<file path="src/rtl/iddr_deser_pkg.sv">
// Shared types and elaboration helpers for the multi-lane IDDR deserialiser.
package iddr_deser_pkg;

  typedef enum logic [2:0] {
    IDLE, CHECK, SLIP, WAIT, LOCKED, FAILED
  } align_state_t;

  function automatic int off_w(input int ratio);
    return (ratio > 1) ? $clog2(ratio) : 1;
  endfunction

  function automatic bit ratio_ok(input int ratio);
    return (ratio >= 4) && (ratio <= 16) && (ratio % 2 == 0);
  endfunction

endpackage

</file>
<file path="src/rtl/iddr_deser_align.sv">
// Per-lane word-alignment FSM and offset register (manual bitslip + training search).
module iddr_deser_align
  import iddr_deser_pkg::*;
#(
  parameter int               RATIO         = 8,
  parameter logic [RATIO-1:0] TRAIN_PATTERN = RATIO'(8'hB8),
  parameter int               LOCK_COUNT    = 16
)(
  input  logic                    clk,
  input  logic                    rst,
  input  logic                    align_start,
  input  logic                    bitslip,
  input  logic                    word_valid,
  input  logic [RATIO-1:0]        word,
  output logic [off_w(RATIO)-1:0] offset,
  output logic                    aligned,
  output logic                    lane_done,
  output logic                    lane_fail
);
  localparam int OW = off_w(RATIO);
  localparam int SW = $clog2(RATIO + 1);

  align_state_t  state_q;
  logic [OW-1:0] offset_q;
  logic [SW-1:0] slips_q;
  logic [7:0]    match_q;
  logic          aligned_q;
  logic [OW-1:0] offset_inc;

  assign offset_inc = (offset_q == OW'(RATIO - 1)) ? '0 : offset_q + OW'(1);

  // align_start beats any bitslip arriving in the same cycle.
  always_ff @(posedge clk) begin
    if (rst) begin
      state_q   <= IDLE;
      offset_q  <= '0;
      slips_q   <= '0;
      match_q   <= '0;
      aligned_q <= 1'b0;
    end else if (align_start) begin
      state_q   <= CHECK;
      slips_q   <= '0;
      match_q   <= '0;
      aligned_q <= 1'b0;
    end else begin
      case (state_q)
        IDLE, LOCKED, FAILED: if (bitslip) offset_q <= offset_inc;
        CHECK: if (word_valid) begin
          if (word == TRAIN_PATTERN) begin
            match_q <= match_q + 8'd1;
            if (match_q == 8'(LOCK_COUNT - 1)) begin
              state_q   <= LOCKED;
              aligned_q <= 1'b1;
            end
          end else begin
            match_q <= '0;
            state_q <= SLIP;
          end
        end
        SLIP: begin
          offset_q <= offset_inc;
          slips_q  <= slips_q + SW'(1);
          state_q  <= (slips_q == SW'(RATIO - 1)) ? FAILED : WAIT;
        end
        // The word after a slip may straddle the old offset; drop it.
        WAIT:    if (word_valid) state_q <= CHECK;
        default: state_q <= IDLE;
      endcase
    end
  end

  assign offset    = offset_q;
  assign aligned   = aligned_q;
  assign lane_done = (state_q == LOCKED) || (state_q == FAILED);
  assign lane_fail = (state_q == FAILED);

endmodule

</file>
<file path="src/rtl/iddr_deser.sv">
// Multi-lane deserialiser: per-lane 2*RATIO shift register, shared word phase, per-lane alignment.
module iddr_deser
  import iddr_deser_pkg::*;
#(
  parameter int               LANES         = 4,
  parameter int               RATIO         = 8,
  parameter logic [RATIO-1:0] TRAIN_PATTERN = RATIO'(8'hB8),
  parameter int               LOCK_COUNT    = 16
)(
  input  logic                   clk,
  input  logic                   rst,
  input  logic [LANES-1:0]       d_rise,
  input  logic [LANES-1:0]       d_fall,
  input  logic [LANES-1:0]       bitslip,
  input  logic                   align_start,
  output logic [LANES*RATIO-1:0] q,
  output logic                   q_valid,
  output logic [LANES-1:0]       aligned,
  output logic                   align_done,
  output logic                   align_fail
);
  localparam int HALF = RATIO / 2;
  localparam int PW   = (HALF > 1) ? $clog2(HALF) : 1;
  localparam int OW   = off_w(RATIO);

  if (!ratio_ok(RATIO)) begin : g_bad_ratio
    $error("iddr_deser: RATIO must be even and within 4..16");
  end
  if (LOCK_COUNT < 1 || LOCK_COUNT > 255) begin : g_bad_lock
    $error("iddr_deser: LOCK_COUNT must be within 1..255");
  end

  logic [LANES-1:0][2*RATIO-1:0] sr_q, sr_d;
  logic [LANES-1:0][RATIO-1:0]   q_q, q_d;
  logic [PW-1:0]                 phase_q, phase_d;
  logic                          q_valid_q, q_valid_d;
  logic                          done_q, done_d, fail_q, fail_d;
  logic                          capture;
  logic [LANES-1:0][OW-1:0]      offset;
  logic [LANES-1:0]              lane_done, lane_fail;

  // Window taps sr_d so the capture includes this cycle's bit pair.
  always_comb begin
    capture   = (phase_q == PW'(HALF - 1));
    phase_d   = capture ? '0 : phase_q + PW'(1);
    q_d       = q_q;
    q_valid_d = capture;
    done_d    = &lane_done;
    fail_d    = |lane_fail;
    for (int n = 0; n < LANES; n++) begin
      sr_d[n] = {sr_q[n][2*RATIO-3:0], d_rise[n], d_fall[n]};
      if (capture) q_d[n] = sr_d[n][offset[n] +: RATIO];
    end
  end

  always_ff @(posedge clk) begin
    if (rst) begin
      sr_q      <= '0;
      q_q       <= '0;
      phase_q   <= '0;
      q_valid_q <= 1'b0;
      done_q    <= 1'b0;
      fail_q    <= 1'b0;
    end else begin
      sr_q      <= sr_d;
      q_q       <= q_d;
      phase_q   <= phase_d;
      q_valid_q <= q_valid_d;
      done_q    <= done_d;
      fail_q    <= fail_d;
    end
  end

  for (genvar n = 0; n < LANES; n++) begin : g_lane
    iddr_deser_align #(
      .RATIO         (RATIO),
      .TRAIN_PATTERN (TRAIN_PATTERN),
      .LOCK_COUNT    (LOCK_COUNT)
    ) u_align (
      .clk         (clk),
      .rst         (rst),
      .align_start (align_start),
      .bitslip     (bitslip[n]),
      .word_valid  (q_valid_q),
      .word        (q_q[n]),
      .offset      (offset[n]),
      .aligned     (aligned[n]),
      .lane_done   (lane_done[n]),
      .lane_fail   (lane_fail[n])
    );
  end

  assign q          = q_q;
  assign q_valid    = q_valid_q;
  assign align_done = done_q;
  assign align_fail = fail_q;

endmodule

</file>
<file path="config.mk">
export PLATFORM = sky130hd
export DESIGN_NAME = iddr_deser
export DESIGN_NICKNAME = d
export VERILOG_FILES = /design/src/rtl/iddr_deser_pkg.sv /design/src/rtl/iddr_deser_align.sv /design/src/rtl/iddr_deser.sv
export SDC_FILE = /design/constraint.sdc
export NUM_CORES = 1
export LEC_CHECK = 0
export ABC_AREA = 1
export CAP_MARGIN = 0
export CORE_UTILIZATION = 60
export CTS_CLUSTER_SIZE = 20
export DETAILED_ROUTE_END_ITERATION = 8
export PLACE_DENSITY = 0.81
export SYNTH_ARGS = -nofsm -noshare
export SYNTH_HDL_FRONTEND = slang
export SYNTH_HIERARCHICAL = 1
export SYNTH_SLANG_ARGS = --single-unit
</file>
<file path="constraint.sdc">
create_clock -name clk -period 1.4 [get_ports clk]
set_input_delay 0.14 -clock clk [delete_from_list [all_inputs] [get_ports clk]]
set_output_delay 0.14 -clock clk [all_outputs]
set_load 0.01 [all_outputs]
</file>
# After elaboration in Yosys (flattened, before gate mapping)
# Index checks and enable logic that the tools add are counted.
# word_totals
output_inout_bits	39
elab_cells	208
ff_bits	169
# classes
mux	41
n_reduce_logical	40
n_addsub	13
n_shift	4
bitwise_logic	5
n_eq_ne	69
# ops
op	count
3-bit 2-to-1 mux	25
16-bit by 4-bit variable part select with 8-bit output	4
4-bit AND reduction	13
3-bit case mux with 4 select lines	4
3-bit equality test, second input constant	12
3-bit != test, second input constant	12
8-bit by 1-bit adder with 8-bit output, second input constant	4
8-bit by 4-bit equality test with 1-bit output, second input constant	4
8-bit equality test, second input constant	4
8-bit 2-to-1 mux	4
2-bit != test, second input constant	16
3-bit by 2-bit equality test with 1-bit output, second input constant	8
3-bit case mux with 2 select lines	4
4-bit by 1-bit adder with 4-bit output, second input constant	4
4-bit by 3-bit equality test with 1-bit output, second input constant	4
4-bit != test, second input constant	4
3-bit by 1-bit adder with 3-bit output, second input constant	4
3-bit by 1-bit equality test with 1-bit output, second input constant	4
3-bit zero test	4
3-bit AND reduction	4
3-bit OR reduction	4
2-bit AND reduction	4
2-bit nonzero test	4
1-bit inverter	5
6 further kinds	13

# Logic depth before layout (Yosys ltp)
# Gate-level depths: netlist of run 1.
# logic_depth
word_depth	6
mapped_depth	9
depth_no_buf	9

# Cells and area by module
# The synthesis of run 1 kept the hierarchy.
# modules_own_cells
mod	seq_area_each_um2	instances	cells_per_inst	area_per_inst_um2
iddr_deser_align	380.4	4	168	1074.8
iddr_deser	1781.7	1	665	4206.5

# Least setup slack after synthesis of run 1
# No wires, ideal clock.
# synth_path
path_kind	register to register
startpoint	register q_valid_q, in the netlist q_valid
endpoint	register g_lane[0].u_align.match_q[6]
arrival_ns	1.195
path_buffers	0
slack_ns	0.088
synth_period_minus_slack_ns	1.312
stages_incl_launch_ff	6
setup_time_ns	0.117
cell_sequence	dfxtp_1 > inv_1 > nor2_4 > nand3_1 > o21ai_0 > nor2_1
# synth_via
elab_chain_cells	1
# synth_rtl
item	line	text
start: declaration	iddr_deser.sv:36	logic q_valid_q, q_valid_d;
start signal: assignment	iddr_deser.sv:68	q_valid_q <= q_valid_d;
2-bit AND reduction (no source line)	--	
end signal: assignment	iddr_deser_align.sv:50	match_q <= match_q + 8'd1;
end: declaration	iddr_deser_align.sv:26	logic [7:0] match_q;
# No other way between the ends.
# A chain may end at the register's enable or synchronous reset.

# Worst setup path in the final report of run 1
# layout_path
startpoint	register g_lane[3].u_align.match_q[0]
endpoint	register g_lane[3].u_align.state_q[1]
# layout_via
elab_chain_cells	3
# layout_rtl
item	line	text
start: declaration	iddr_deser_align.sv:26	
start signal: assignment	iddr_deser_align.sv:50	
8-bit by 4-bit equality test with 1-bit output	iddr_deser_align.sv:51	if (match_q == 8'(LOCK_COUNT - 1)) begin
3-bit != test (no source line)	--	
4-bit AND reduction (no source line)	--	
end signal: assignment	iddr_deser_align.sv:63	state_q <= (slips_q == SW'(RATIO - 1)) ? FAILED : WAIT;
end: declaration	iddr_deser_align.sv:23	align_state_t state_q;
# No other way between the ends.

==> results of run 1 <==
==> layout by cell type, fill, tap and decap left out, types with 3 or more instances in the layout <==
cell type,instances
ha_1,13
dfxtp_1,152
o21bai_1,8
a21oi_1,52
o21ai_0,24
nor2_1,189
clkdlybuf4s50_1,13
o22ai_1,4
clkinv_4,3
nand3_2,8
inv_2,13
a21oi_2,4
nor3_1,20
nand2_2,18
buf_4,43
nand4_1,5
dfxtp_2,13
o21a_1,4
dlygate4sd2_1,37
or2_0,4
clkbuf_16,17
nand3_1,171
nand2_1,407
bufinv_16,4
clkinvlp_4,4
inv_1,158
o21ai_1,4
nor2_2,16
nor2_4,13
==> path summary, 6_finish.rpt <==
path                                                             endpoint  slack [ns]
worst min register to register                      phase_q[0]$_SDFF_PP0_        0.43
worst max-delay path            g_lane[3].u_align/state_q[1]$_SDFFE_PP0P_        0.06
worst min-delay path                                align_done$_SDFF_PP0_        0.11
worst max register to register  g_lane[3].u_align/state_q[1]$_SDFFE_PP0P_        0.06
==> metrics by stage <==
stage          utilization  total power (uW)
5_1_grt             0.7295             11950
3_5_place_dp        0.6768              6565
3_3_place_gp        0.6768              6544
4_1_cts             0.7194             11470
2_1_floorplan            -              6162
6_report            0.7295             11440
==> final cells by class <==
cell class                      instances  share of cell area
Tap cell                              180             0.02224
Clock inverter                         15             0.02014
Inverter                              171             0.06339
Multi-Input combinational cell        969              0.4432
Clock buffer                           17             0.04201
Sequential cell                       165              0.3278
Timing Repair Buffer                   97             0.08118
==> power breakdown <==
part           total [uW]  switching [uW]  leakage [uW]  internal [uW]
combinational        1510             953       0.00300            553
sequential           4980             145       0.00134           4840
clock                4950            1960      0.000296           2990
==> what timing repair did <==
| item | CTS | global route |
|---|---|---|
| gates resized for setup | 46 | 44 |
| pin swaps | 0 | 10 |
| setup endpoints to repair | 41 | 29 |
| gates cloned | 0 | 0 |
| buffers inserted | 0 | 2 |
==> state kept, by name, summed over array words and instances (netlist names), 2 cells and up <==
signal and count:
sr_d 52, g_lane.u_align/match_q 32, q 32, g_lane.u_align/slips_q 16, g_lane.u_align/offset 12, g_lane.u_align/state_q 12, g_lane.u_align/aligned 4, phase_q 2
==> metal layers <==
| metal | routed length [um] | part of all wire | track usage | vias to the layer above |
|---|---|---|---|---|
| met4 | 248 | 0.013 | 0.08410 | 0 |
| met2 | 9262 | 0.49 | 0.4686 | 167 |
| met5 | 0 | 0 | 0 | - |
| met3 | 715 | 0.038 | 0.05216 | 25 |
| li1 | - | - | - | 4368 |
| met1 | 8763 | 0.46 | 0.3342 | 3760 |
==> worst max-delay path: cells and delay by family (launching register included) <==
family	cells	cell delay, ns
simple gates	7	0.71
flops	1	0.35
fa+ha+maj	1	0.19
==> cells by family after synthesis <==
| family | synth area share |
|---|---|
| AND/OR/NAND/NOR | 0.4241 |
| adder cells (fa/ha/maj) | 0.02501 |
| buffers and inverters | 0.09782 |
| AO/OA/AOI/OAI | 0.06472 |
| flip-flops | 0.3883 |
==> impl_metrics.yaml, run 1 <==
place:
  place_ws_ns: -0.07356
  place_inst: 1580
  hpwl_um: 13410
  globalplace.congestion: 0.8628
  io_buffers: 53
  place_area_um2: 9394
synth:
  yosys.area.top_type: "dfxtp_1"
  yosysMostFrequentCell: "nand2_1"
  synth.area.top_cells: "dfxtp_1, nand2_1, nand3_1, nor2_1, inv_1"
  synth_fp_nets: 1369
  yosys-top-cells-count: "nand2_1, nor2_1, nand3_1, dfxtp_1, inv_1"
  synth_cell_types: 24
  yosysWarningCount: 6
  synth_area_um2: 8506
  async_reset_ff_frac: 0
  yosysSeqAreaShare: 0.3883
  synth.top_cell.area_share: 0.3883
  synth_edf_count: 0
  synthFlopType: "dfxtp_1"
  syn-instance-count: 1337
  ys_ff_latch: 165
  avgSynthCellArea_um2: 6.362
worst_hold_path:
  holdPathStages: 2
  hp-start: "rst"
  min_path_type: "primary input to flip-flop"
detailed_routing:
  firstDrtPassIters: 5
  drtIter0Drc: 530
  wl_per_cell_um: 11.77
  drc: 0
  dr_total_vias: 8320
  totalWireLength_um: 18990
  drtAntennaViolNets: 0
  avgViaCountPerCell: 5.155
setup_path:
  cpMaxStageDelayCell: "dfxtp_1"
  crit_arrival_ns: 1.66
  crit_chain: "ha_2 > nand2_1 > nor2_2 > nand3_1 > nand3_1 > nand2_2 > nor2_1 > nor2_1"
  worstRegToRegCells: 8
  crit_fanout: 4
  end_kind: "flip-flop"
  r2r-start: "g_lane[3].u_align/match_q[0]$_SDFFE_PP0P_"
  crit_type: "flip-flop to flip-flop"
  startpoint_type: "flip-flop"
  cpPeakStageDelay_ns: 0.35
  crit_required_ns: 1.72
  startpoint: "g_lane[3].u_align/match_q[0]$_SDFFE_PP0P_"
finish:
  instances_no_fill: 1614
  final_net_count: 1453
  seqCellArea_um2: 3319
  drive_above_1_share: 0.1158
  multiInputGateArea_um2: 4488
  design_area_um2: 10130
  area_growth_pct: 19.05
  fillers: 1195
  diodes: 0
die:
  die-height_um: 121.1
  fp.dieArea_um2: 14660
  core_area_um2: 13880
  num_rows: 43
  die_w_um: 121.1
  initial_core_util: 0.6128
  boundaryPins: 54
clock_tree:
  cts_tree: "done"
  cts_max_level: 4
  cts_inserted_buffers: 17
  clk_path_buf_depth: 2
  clockRootBuffer: "clkbuf_16"
  clock_latency_ns: 0.43
  cts_num_sinks: 165
  path_clk_slew_ns: 0.06
  hold_buffers: 0
run_status:
  status: "complete, no violations"
pwr:
  power.density_nw_per_um2: 1130
  p_leak_uw: 0.004640
  irDropWorstVdd_uv: 925.3
sta:
  hold_viol: 0
  fin_hold_ws_ns: 0.1125
  final.setup.tns_ns: 0
  timing.fmax_mhz: 746.4
  drv_slew: 0
  fin_ws_ns: 0.06025
  setup_viol_count_final: 0
  period_share: 0.9570
  relSlewSlack: 0.7571
  worst_clock_skew_ns: 0.008034
  fin_crit_ns: 1.340
  tightest_slew_ns: 0.3639
global_route:
  grt_max_degree: 28
  grt_usage: 0.2695
  grt.overflow.total: 0
  grt_pass1_vias: 7510
  antenna_found_initial: 0
  grt_pass1_wl_um: 32230
run:
  drv_cap: 0
No activity file was read; power rests on OpenSTA's default activity.
==> run 2, diff against run 1 <==
- CORE_MARGIN: unset -> 2
- CORE_UTILIZATION: 60 -> 64
- DONT_BUFFER_PORTS: unset -> 1
- PLACE_DENSITY: 0.81 -> 0.8
==> run 2 against run 1 <==
  * Utilization up 2.0 points
  * Setup slack gained 0.0076 ns
  * Non-clock buffer count fell by 39
  * Routed wire length down 1.6%
  * Clock skew shrank 0.0034 ns
  * Die area shrank 2.9%
  * Fmax grew 0.57%
  * Largest cell class unchanged
  * Highest routed layer unchanged
==> impl_metrics.yaml, run 2 (synthesized netlist as in run 1, its figures left out) <==
run_status:
  status: "complete, no violations"
setup_path:
  startpoint_type: "flip-flop"
  rrSetupSlack_ns: 0.07
  crit_type: "flip-flop to flip-flop"
  r2r_end: "g_lane[2].u_align/match_q[2]$_SDFFE_PP0P_"
  end_kind: "flip-flop"
  crit_end: "g_lane[2].u_align/match_q[2]$_SDFFE_PP0P_"
  crit_fanout: 5
  startpoint: "q[22]$_SDFFE_PP0P_"
  r2r-start: "q[22]$_SDFFE_PP0P_"
  crit_arrival_ns: 1.68
  crit_required_ns: 1.75
  cpPeakStageDelay_ns: 0.38
  worstRegToRegCells: 7
  cpMaxStageDelayCell: "dfxtp_1"
  crit_chain: "inv_1 > nand2_1 > nor2_1 > nand2_2 > a21oi_2 > inv_1 > a21oi_1"
  crit_top_cell: "inv_1"
die:
  die_w_um: 119.3
  core_area_um2: 13090
  fp.dieArea_um2: 14230
  initial_core_util: 0.6500
  boundaryPins: 54
  die-height_um: 119.3
  num_rows: 42
clock_tree:
  path_clk_slew_ns: 0.06
  cts_tree: "done"
  clockRootBuffer: "clkbuf_16"
  cts_max_level: 4
  cts_num_sinks: 165
  clk_path_buf_depth: 2
  cts_inserted_buffers: 17
  clock_latency_ns: 0.43
pwr:
  p_leak_uw: 0.004385
  irDropWorstVdd_uv: 803.8
  power.density_nw_per_um2: 1169
global_route:
  grt_max_degree: 61
  grt_pass1_vias: 7550
  grt.overflow.total: 0
  grt_pass1_wl_um: 32110
  antenna_found_initial: 0
  grt_usage: 0.2715
finish:
  drive_above_1_share: 0.1104
  final_cell_mix: "nand2_1, nor2_1, nand3_1, inv_1, dfxtp_1"
  diodes: 0
  area_growth_pct: 15.25
  design_area_um2: 9803
  layout_commonest_cell: "nand2_1"
  final_net_count: 1414
  instances_no_fill: 1571
  largest_reg_flops: 52
sta:
  setup_viol_count_final: 0
  relSlewSlack: 0.6493
  rsz0062_at_grt: "yes"
  final.setup.tns_ns: 0
  hold_viol: 0
  worst_clock_skew_ns: 0.004676
  fin_hold_ws_ns: 0.01058
  period_share: 0.9515
  fin_ws_ns: 0.06786
  fin_crit_ns: 1.332
  timing.fmax_mhz: 750.7
  tightest_slew_ns: 0.5261
  drv_slew: 0
place:
  place_ws_ns: 0.04381
  place_inst: 1523
  io_buffers: 0
  globalplace.congestion: 0.8769
  place_area_um2: 8889
  hpwl_um: 12830
detailed_routing:
  drtAntennaViolNets: 0
  wl_per_cell_um: 11.89
  drc: 0
  avgViaCountPerCell: 5.233
  firstDrtPassIters: 5
  totalWireLength_um: 18680
  drtIter0Drc: 603
  dr_total_vias: 8221
worst_hold_path:
  hp-start: "align_start"
  min_path_type: "primary input to flip-flop"
run:
  drv_cap: 0
==> run 2: repair_timing <==
| item | in CTS | in global routing |
|---|---|---|
| buffers inserted | 0 | 1 |
| gates resized for setup | 0 | 40 |
| setup endpoints to repair | 0 | 33 |
| hold buffers | 15 | 0 |
| hold endpoints to repair | 82 | 0 |
==> run 2: layout make-up <==
cell class,count,area (um^2)
fillers,1062,3282
clock buffers,17,425.4
repair buffers,58,530.5
inverters,171,641.9
clock inverters,15,219.0
multi-input cells,969,4448
well taps,176,220.2
flip-flops and latches,165,3318
==> run 2: worst min path at each step <==
stage               cells past startpoint                                         to
floorplan                               2                        sr_d[18]$_SDFF_PP0_
global placement                        1                      align_done$_SDFF_PP0_
detailed placement                      1                      align_done$_SDFF_PP0_
CTS                                     5  g_lane[3].u_align/state_q[0]$_SDFFE_PP0P_
global route                            3  g_lane[2].u_align/state_q[0]$_SDFFE_PP0P_
finish                                  5  g_lane[3].u_align/state_q[0]$_SDFFE_PP0P_
==> run 2: worst max-delay path: cells and delay by family (launching register included) <==
kind            cells  cell delay, ns
buf+inv             2            0.19
compound gates      2            0.36
simple gates        3            0.33
flops               1            0.38
==> run 2: per-layer routing <==
| layer | up-vias | share of wire | GRT usage |
|---|---|---|---|
| met4 | 0 | 0.018 | 0.1027 |
| met1 | 3658 | 0.45 | 0.3337 |
| met3 | 39 | 0.057 | 0.06753 |
| met2 | 227 | 0.47 | 0.4587 |
| li1 | 4297 | - | - |
| met5 | - | 0 | 0 |
==> run 2: metrics by stage <==
stage,utilization,power (uW)
after floorplan,-,6162
after CTS,0.7413,11510
after global placement,0.6793,6406
after global routing,0.7492,12020
after detailed placement,0.6793,6430
final,0.7492,11460
==> run 2: power breakdown <==
group,switching [uW],internal (uW),leakage (uW)
Clock,1990,3040,0.000309
Combinational,933,522,0.00273
Sequential,142,4840,0.00134
Total,3060,8400,0.00439
==> run 3, diff against run 2 <==
- PLACE_DENSITY: 0.8 -> unset
- PLACE_DENSITY_LB_ADDON: unset -> 0.1
==> run 3 against run 2 <==
  * Register-to-register slack about the same
  * Die area stayed put
  * Fmax rose by 0.23%
  * Global-route usage up 0.75 points
  * Sequential share of layout area fell by 0.23 points
  * Non-clock buffer count grew 5
  * Critical path type unchanged
==> impl_metrics.yaml, run 3 (synthesized netlist as in run 1, its figures left out) <==
finish:
  final_cell_mix: "nand2_1, nor2_1, nand3_1, inv_1, dfxtp_1"
  drive_above_1_share: 0.1229
  final_net_count: 1419
  area_growth_pct: 16.25
  fillers: 1086
  largest_reg_flops: 52
  diodes: 0
  layout_commonest_cell: "nand2_1"
sta:
  drv_slew: 0
  relSlewSlack: 0.7042
  worst_clock_skew_ns: 0.004328
  timing.fmax_mhz: 752.4
  period_share: 0.9494
  setup_viol_count_final: 0
  fin_hold_ws_ns: 0.02474
  tightest_slew_ns: 0.4422
  hold_viol: 0
  fin_ws_ns: 0.07085
  rsz0062_at_grt: "yes"
  fin_crit_ns: 1.329
global_route:
  grt_pass1_vias: 7535
  grt_usage: 0.2789
  antenna_found_initial: 0
  grt.overflow.total: 0
  grt_max_degree: 61
  grt_pass1_wl_um: 32800
run:
  drv_cap: 0
place:
  globalplace.congestion: 0.8322
  io_buffers: 0
  hpwl_um: 13250
  place_ws_ns: 0.01476
clock_tree:
  cts_inserted_buffers: 17
  clock_latency_ns: 0.43
  path_clk_slew_ns: 0.06
  clk_path_buf_depth: 2
  clockRootBuffer: "clkbuf_16"
  cts_num_sinks: 165
  cts_tree: "done"
  cts_max_level: 4
pwr:
  clockPowerShare: 0.434
  power.density_nw_per_um2: 1152
  total_power_uw: 11390
  switchingPower_uw: 2975
  p_seq_frac: 0.436
  p_leak_uw: 0.004412
  irDropWorstVdd_uv: 988.2
  p_int_uw: 8416
  switching_share: 0.2611
  p_comb_frac: 0.130
detailed_routing:
  totalWireLength_um: 19500
  firstDrtPassIters: 8
  wl_per_cell_um: 12.37
  drc: 0
  avgViaCountPerCell: 5.249
  drtAntennaViolNets: 0
  dr_total_vias: 8272
  drtIter0Drc: 708
die:
  die_w_um: 119.3
  boundaryPins: 54
  initial_core_util: 0.6500
  core_area_um2: 13090
  num_rows: 42
  die-height_um: 119.3
  fp.dieArea_um2: 14230
setup_path:
  rrSetupSlack_ns: 0.07
  worstRegToRegCells: 8
  end_kind: "flip-flop"
  crit_type: "flip-flop to flip-flop"
  startpoint_type: "flip-flop"
  crit_arrival_ns: 1.65
  crit_fanout: 4
  crit_required_ns: 1.72
  r2r-start: "g_lane[2].u_align/match_q[0]$_SDFFE_PP0P_"
  r2r_end: "g_lane[2].u_align/state_q[1]$_SDFFE_PP0P_"
worst_hold_path:
  min_path_type: "primary input to flip-flop"
  hp-start: "align_start"
  holdPathStages: 3
  holdPathEnd: "g_lane[0].u_align/state_q[0]$_SDFFE_PP0P_"
run_status:
  status: "complete, no violations"
run 3: repair_timing:
item / 4_1_cts / 5_1_grt
hold buffers: 16 / 0
buffers inserted: 0 / 4
resized for setup: 4 / 51
pin swaps: 0 / 12
endpoints found under the setup margin: 3 / 30
endpoints found under the hold margin: 82 / 0
run 3: cell type report:
cell class,count,area (um^2),area share
clock inverters,10,142.6,0.01442
clock buffers,22,494.2,0.04998
multi-input cells,969,4509,0.4560
repair buffers,63,555.5,0.05618
well taps,176,220.2,0.02227
inverters,171,641.9,0.06491
flip-flops and latches,165,3324,0.3362
run 3: per-layer routing:
| metal | up-vias | part of all wire | track usage |
|---|---|---|---|
| li1 | 4300 | - | - |
| met3 | 28 | 0.049 | 0.07136 |
| met2 | 195 | 0.49 | 0.4878 |
| met5 | - | 0 | 0 |
| met1 | 3749 | 0.45 | 0.3355 |
| met4 | 0 | 0.016 | 0.08631 |
run 3: per-stage QoR:
step                        util  cells  TNS [ns]  instance area [um^2]
after floorplan                -   1337         0                  8506
after global placement    0.6789   1524         0                  8884
after detailed placement  0.6789   1524         0                  8884
after CTS                 0.7419   1572         0                  9708
after global routing      0.7557   1576   -0.2244                  9888
final                     0.7557   1576         0                  9888
run 3: worst max-delay path by stage:
| stage | start | cells past startpoint | slack, ns | to |
|---|---|---|---|---|
| floorplan | q_valid$_SDFF_PP0_ | 5 | 0.09 | g_lane[0].u_align/match_q[6]$_SDFFE_PP0P_ |
| global placement | g_lane[2].u_align/match_q[0]$_SDFFE_PP0P_ | 8 | 0.09 | g_lane[2].u_align/state_q[1]$_SDFFE_PP0P_ |
| detailed placement | g_lane[2].u_align/match_q[0]$_SDFFE_PP0P_ | 8 | 0.01 | g_lane[2].u_align/state_q[1]$_SDFFE_PP0P_ |
| CTS | g_lane[3].u_align/match_q[0]$_SDFFE_PP0P_ | 8 | 0.003 | g_lane[3].u_align/state_q[1]$_SDFFE_PP0P_ |
| global route | g_lane[1].u_align/match_q[0]$_SDFFE_PP0P_ | 9 | -0.06 | g_lane[1].u_align/state_q[1]$_SDFFE_PP0P_ |
| finish | g_lane[2].u_align/match_q[0]$_SDFFE_PP0P_ | 8 | 0.07 | g_lane[2].u_align/state_q[1]$_SDFFE_PP0P_ |
run 3: power by group through the flow:
stage	Sequential, uW	Clock [uW]	Combinational, uW
CTS	4970	5010	1440
global route	4990	5220	1690
detailed placement	5070	0	1360
global placement	5070	0	1330
finish	4970	4940	1480
floorplan	5070	0	1090
run 3: critical path: stages (launching register included):
cell	delay [ns]
dfxtp_4	0.37
ha_4	0.15
nand2_1	0.06
nor2_2	0.17
nand3_1	0.12
nand3_1	0.11
nand2_2	0.08
nor2_1	0.11
nor2_1	0.05
